==> config.mk <==
export PLATFORM = sky130hd
export DESIGN_NAME = hazard_fwd_unit
export DESIGN_NICKNAME = d
export VERILOG_FILES = /design/src/rtl/hazard_fwd_unit_pkg.sv /design/src/rtl/hazard_fwd_unit_fwd_cmp.sv /design/src/rtl/hazard_fwd_unit.sv
export SDC_FILE = /design/constraint.sdc
export NUM_CORES = 1
export LEC_CHECK = 0
export ABC_AREA = 1
export BUFFER_PORTS_ARGS = -buffer_cell sky130_fd_sc_hd__buf_2
export CAP_MARGIN = 20
export CORE_MARGIN = 2
export CORE_UTILIZATION = 51
export DETAILED_ROUTE_END_ITERATION = 7
export PLACE_DENSITY = 0.8
export SYNTH_ARGS = -nofsm -noshare
export SYNTH_HDL_FRONTEND = slang
export SYNTH_HIERARCHICAL = 1
export SYNTH_SLANG_ARGS = --single-unit
==> constraint.sdc <==
create_clock -name clk -period 2.2 [get_ports clk]
set_clock_uncertainty 0.05 [all_clocks]
set_input_delay 0.33 -clock clk [delete_from_list [all_inputs] [get_ports clk]]
set_output_delay 0.33 -clock clk [all_outputs]
set_load 0.02 [all_outputs]
==> src/rtl/hazard_fwd_unit_pkg.sv <==
// Shared definitions for the hazard/forwarding unit: default widths,
// operand-mux select encodings and the multi-cycle unit FSM state type.
package hazard_fwd_unit_pkg;

  localparam int REG_AW_DEF = 3;

  localparam logic [1:0] FWD_RF    = 2'b00;
  localparam logic [1:0] FWD_EXMEM = 2'b01;
  localparam logic [1:0] FWD_MEMWB = 2'b10;

  typedef enum logic {
    IDLE = 1'b0,
    BUSY = 1'b1
  } mc_state_t;

endpackage

==> src/rtl/hazard_fwd_unit_fwd_cmp.sv <==
// Per-source forwarding compare: matches one EX-stage source register
// against the EX/MEM and MEM/WB destinations and priority-encodes the
// operand-mux select, with the younger EX/MEM result winning.
module hfu_fwd_cmp
  import hazard_fwd_unit_pkg::*;
#(
  parameter int REG_AW   = REG_AW_DEF,
  parameter bit ZERO_REG = 1'b1
) (
  input  logic [REG_AW-1:0] i_src_addr,
  input  logic [REG_AW-1:0] i_mem_dst,
  input  logic              i_mem_rw,
  input  logic [REG_AW-1:0] i_wb_dst,
  input  logic              i_wb_rw,
  output logic [1:0]        o_sel
);

  logic w_src_live;
  logic w_mem_hit;
  logic w_wb_hit;

  // A hardwired zero register never needs a forwarded value
  always_comb begin
    w_src_live = !(ZERO_REG && (i_src_addr == '0));
    w_mem_hit  = w_src_live && i_mem_rw && (i_mem_dst == i_src_addr);
    w_wb_hit   = w_src_live && i_wb_rw && (i_wb_dst == i_src_addr);
    o_sel      = FWD_RF;
    if (w_mem_hit) begin
      o_sel = FWD_EXMEM;
    end else if (w_wb_hit) begin
      o_sel = FWD_MEMWB;
    end
  end

endmodule

==> src/rtl/hazard_fwd_unit.sv <==
// Hazard/forwarding unit for the 5-stage pipeline: operand forwarding
// selects, load-use stall, tracking of one multi-cycle op in flight and a
// saturating count of stalled cycles.
module hazard_fwd_unit
  import hazard_fwd_unit_pkg::*;
#(
  parameter int REG_AW   = REG_AW_DEF,
  parameter int NUM_SRC  = 2,
  parameter int MC_LAT   = 3,
  parameter bit ZERO_REG = 1'b1,
  parameter int CNT_W    = 16
) (
  input  logic                      clk,
  input  logic                      rst,
  input  logic [NUM_SRC*REG_AW-1:0] id_src_addr,
  input  logic [NUM_SRC-1:0]        id_src_vld,
  input  logic                      id_is_mc,
  input  logic [NUM_SRC*REG_AW-1:0] ex_src_addr,
  input  logic [REG_AW-1:0]         ex_dst_addr,
  input  logic                      ex_rw,
  input  logic                      ex_is_load,
  input  logic                      ex_is_mc,
  input  logic [REG_AW-1:0]         mem_dst_addr,
  input  logic                      mem_rw,
  input  logic [REG_AW-1:0]         wb_dst_addr,
  input  logic                      wb_rw,
  output logic [2*NUM_SRC-1:0]      fwd_sel,
  output logic                      stall,
  output logic                      bubble,
  output logic                      mc_busy,
  output logic                      mc_done,
  output logic [REG_AW-1:0]         mc_dst,
  output logic                      mc_err,
  output logic [CNT_W-1:0]          stall_cnt
);

  localparam int CW = (MC_LAT > 2) ? $clog2(MC_LAT) : 1;

  mc_state_t         r_state;
  mc_state_t         w_state_nxt;
  logic [CW-1:0]     r_cnt;
  logic [CW-1:0]     w_cnt_nxt;
  logic [REG_AW-1:0] r_mc_dst;
  logic [REG_AW-1:0] w_mc_dst_nxt;
  logic              r_mc_err;
  logic              w_mc_err_nxt;
  logic [CNT_W-1:0]  r_stall_cnt;
  logic              w_load_use;
  logic              w_mc_dep;
  logic              w_mc_stall;
  logic              w_stall;

  for (genvar g = 0; g < NUM_SRC; g++) begin : g_src
    hfu_fwd_cmp #(
      .REG_AW   (REG_AW),
      .ZERO_REG (ZERO_REG)
    ) u_cmp (
      .i_src_addr (ex_src_addr[g*REG_AW +: REG_AW]),
      .i_mem_dst  (mem_dst_addr),
      .i_mem_rw   (mem_rw),
      .i_wb_dst   (wb_dst_addr),
      .i_wb_rw    (wb_rw),
      .o_sel      (fwd_sel[2*g +: 2])
    );
  end

  // Scan ID-stage sources for a dependency on the EX load or the in-flight MC op
  always_comb begin
    w_load_use = 1'b0;
    w_mc_dep   = 1'b0;
    for (int i = 0; i < NUM_SRC; i++) begin
      if (id_src_vld[i] && !(ZERO_REG && (id_src_addr[i*REG_AW +: REG_AW] == '0))) begin
        if (ex_is_load && ex_rw && (id_src_addr[i*REG_AW +: REG_AW] == ex_dst_addr)) begin
          w_load_use = 1'b1;
        end
        if (id_src_addr[i*REG_AW +: REG_AW] == r_mc_dst) begin
          w_mc_dep = 1'b1;
        end
      end
    end
    w_mc_stall = (r_state == BUSY) && (w_mc_dep || id_is_mc);
    w_stall    = w_load_use || w_mc_stall;
  end

  // MC FSM next state; a second issue while busy is dropped and flagged
  always_comb begin
    w_state_nxt  = r_state;
    w_cnt_nxt    = r_cnt;
    w_mc_dst_nxt = r_mc_dst;
    w_mc_err_nxt = r_mc_err;
    case (r_state)
      IDLE: begin
        if (ex_is_mc) begin
          w_state_nxt  = BUSY;
          w_cnt_nxt    = CW'(MC_LAT - 1);
          w_mc_dst_nxt = ex_dst_addr;
        end
      end
      BUSY: begin
        w_cnt_nxt = r_cnt - CW'(1);
        if (r_cnt == CW'(1)) begin
          w_state_nxt = IDLE;
        end
        if (ex_is_mc) begin
          w_mc_err_nxt = 1'b1;
        end
      end
      default: begin
        w_state_nxt = IDLE;
      end
    endcase
  end

  // State, MC tracking registers and the saturating stall counter
  always_ff @(posedge clk) begin
    if (rst) begin
      r_state     <= IDLE;
      r_cnt       <= '0;
      r_mc_dst    <= '0;
      r_mc_err    <= 1'b0;
      r_stall_cnt <= '0;
    end else begin
      r_state  <= w_state_nxt;
      r_cnt    <= w_cnt_nxt;
      r_mc_dst <= w_mc_dst_nxt;
      r_mc_err <= w_mc_err_nxt;
      if (w_stall && (r_stall_cnt != '1)) begin
        r_stall_cnt <= r_stall_cnt + CNT_W'(1);
      end
    end
  end

  assign stall     = w_stall;
  assign bubble    = w_stall;
  assign mc_busy   = (r_state == BUSY);
  assign mc_done   = (r_state == BUSY) && (r_cnt == CW'(1));
  assign mc_dst    = r_mc_dst;
  assign mc_err    = r_mc_err;
  assign stall_cnt = r_stall_cnt;

endmodule
==> impl_metrics.csv <==
group,metric,value,unit
synthesis,synthCells,292,
routing,ant_nets,0,
setup_path,slowest_stage,"dfxtp_1",
routing,vias,1898,
placement,io_buffers,58,
synthesis,netlist_area,1790,um^2
timing,slew_headroom,76.2,%
timing,drv_slew,0,
routing,drtIter0Drc,72,
die,start_util,53.2,%
clock_network,cts_buffer_depth,2,
layout,area_delta_synth_final,16.1,%
timing,fmax,0.505,GHz
setup_path,critical_path.cell_chain,"inv_1 -> nand2_1 -> nand2_1 -> nor2_1 -> nand2_1 -> nand3_1 -> nand2_1 -> nand2_2 -> buf_2",
run_status,outcome,"finished clean",
synthesis,syn-mean-instance-area,6.12,um^2
synthesis,yosys.cell_types.count,28,
synthesis,synth_top_family_by_area,"simple AND/OR/NAND/NOR gates",
grt,grtUsageTotal,21.9,%
setup_path,max_stage_delay,420,ps
layout,diodes,0,
clock_network,postCtsHoldBufs,0,
setup_path,startpoint_type,"flop",
layout,final_area,2080,um^2
timing,hold_viol,0,
die,rows,21,
setup_path,crit_start,"mc_dst[1]",
power,power.total,849,uW
grt,grt_first_pass_wirelength,7220,um
flow_run,drv_cap,0,
die,die_x,63.2,um
layout,drive_above_1_share,22.5,%
grt,grt_pass1_vias,1710,
die,die_area,4000,um^2
clock_network,clk-insertion-delay-late,310,ps
setup_path,cp_common_cell,"nand2_1",
setup_path,critical_path_required,1820,ps
synthesis,synth_xor_area_share,8.82,%
timing,rsz0062_at_grt,"no",
clock_network,cts_root_buf,"clkbuf_4",
grt,grt_max_degree,20,
power,swShare,31.9,%
setup_path,regToRegStartpoint,"stall_cnt[1]",
die,ios,59,
layout,final_nets,380,
routing,wl_per_cell,10.1,um
power,p_int,578,uW
timing,fin_crit_sh,90.1,%
power,combPwrFrac,24.6,%
placement,gp_congestion,0.898,
timing,setup_violations,0,
worst_hold_path,hp-start,"ex_is_mc",
synthesis,synth_area_leaders,"dfxtp_1 (26%), nand2_1 (18%), nand3_1 (8.4%), inv_1 (7.8%), nor2_1 (7.8%)",
synthesis,synth_top_cell_by_area,"dfxtp_1",
power,p_clk_share,23.3,%
synthesis,ys_warn_count,6,
placement,dp.final_hpwl,3190,um
timing,fin_crit,1980,ps
clock_network,clk_pin_slew,120,ps
grt,overflow,0,
clock_network,cts_tree,"built",
synthesis,synth_fa_ha_area_share,1.40,%
synthesis,yosysTopAreaCellShare,25.8,%
timing,hold_ws,260,ps
setup_path,path_class,"flop to primary output",
placement,place_area,2050,um^2
die,die_h,63.2,um
die,core,3360,um^2
routing,via_per_inst,4.84,
setup_path,critPathArrivalTime,1600,ps
synthesis,synth_compound_area_share,7.84,%
routing,finalWirelength,3970,um
synthesis,muxShareOfSynthArea,0,%
routing,drt-pass1-iter-count,4,
timing,setup_tns,0,ps
clock_network,numCtsBuffers,3,
power,p_seq_share,52.1,%
synthesis,synth-simple-area-share,41.9,%
clock_network,cts_max_level,1,
setup_path,end_kind,"primary output",
setup_path,crit_fanout,10,
clock_network,clock-sinks,23,
power,p_leak,0.00112,uW
grt,antenna_found_initial,0,
worst_hold_path,hold_class,"primary input to flop",
power,switching_power,271,uW
routing,drc,0,
synthesis,ys_ff_latch,23,
power,p_per_area,409,nW/um^2
synthesis,synth_fp_nets,325,
timing,worst_pin_slew,357,ps
power,vdd_drop_max,0.389,mV
synthesis,ys_seq_area_share,25.8,%
==> placed cells by master, fill, tap and decap left out, drive strengths merged <==
| cell type | count |
|---|---|
| o21ai | 5 |
| nor3 | 7 |
| nand3 | 32 |
| and2 | 1 |
| nor2 | 39 |
| xnor2 | 6 |
| nand2 | 88 |
| nand4 | 2 |
| buf | 59 |
| clkbuf | 4 |
| a21oi | 23 |
| xor2 | 12 |
| ha | 2 |
| inv | 41 |
| clkinv | 1 |
| dfxtp | 23 |
| nand3b | 1 |
==> worst max-delay path: cells and delay by family (launching register included) <==
family	cells	cell delay, ps
and+or+nand+nor	7	580
DFF	1	420
buffers and inverters	2	290
==> cell usage after synthesis <==
cell type   n
a21oi_1    23
and2_1      1
buf_12      1
buf_2       1
buf_4       3
buf_6       2
clkbuf_8    2
clkinv_1    1
dfxtp_1    23
ha_1        2
inv_1      37
inv_2       4
nand2_1    84
nand2_2     2
nand2_4     2
nand3_1    30
nand3_2     2
nand3b_1    1
nand4_1     2
nor2_1     37
nor2_2      2
nor3_1      5
nor3_2      1
nor3_4      1
o21ai_0     4
o21ai_1     1
xnor2_1     6
xor2_1     12
==> power by group through the flow <==
stage | combinational (uW) | sequential (uW) | clock (uW)
5_1_grt | 238 | 444 | 222
6_report | 209 | 442 | 198
3_3_place_gp | 205 | 451 | 0
4_1_cts | 209 | 442 | 200
3_5_place_dp | 208 | 451 | 0
2_1_floorplan | 136 | 460 | 0
==> layer usage <==
layer	up-vias	share of wire [%]	GRT usage [%]
met5	-	0	0
met4	0	1.3	7.88
met3	4	5.1	2.50
met2	49	47	37.8
met1	823	47	28.2
li1	1022	-	-
==> per-stage QoR <==
step | setup WS [ps] | cells | utilization (%)
6_report | 218 | 392 | 61.7
5_1_grt | 22.1 | 392 | 61.7
4_1_cts | 75.5 | 392 | 61.6
3_5_place_dp | 219 | 388 | 60.8
3_3_place_gp | 318 | 388 | 60.8
2_1_floorplan | 292 | 292 | -
==> final cells by class <==
| class | count | area (um^2) |
|---|---|---|
| Multi-Input combinational cell | 218 | 1070 |
| Tap cell | 46 | 57.6 |
| Inverter | 42 | 158 |
| Clock buffer | 4 | 26.3 |
| Fill cell | 348 | 1290 |
| Timing Repair Buffer | 59 | 298 |
| Sequential cell | 23 | 462 |
==> path summary, 6_finish.rpt <==
path / to / slack (ps) / depth (start not counted)
max: stall / 220 / 9
min: mc_err / 260 / 3
max reg2reg: stall_cnt[7] / 240 / 9
min reg2reg: r_cnt[1] / 420 / 2
==> state kept, by name, summed over array words and instances, names as in the netlist <==
signal / cells
r_cnt: 2
mc_err: 1
stall_cnt: 16
mc_busy: 1
mc_dst: 3
==> repair_timing <==
| item | 4_1_cts | 5_1_grt |
|---|---|---|
| gates resized for setup | 0 | 2 |
| endpoints found under the setup margin | 0 | 4 |
| setup buffers | 0 | 0 |
==> logic make-up (layout without fill, tap and decap cells) <==
family,after synthesis,in the layout
and+or+nand+nor,170,170
DFF,23,23
buffers and inverters,51,105
AOI/OAI and AO/OA,28,28
adders and majority gates,2,2
xor gates and xnor gates,18,18
No activity file was read; power rests on OpenSTA's default activity.
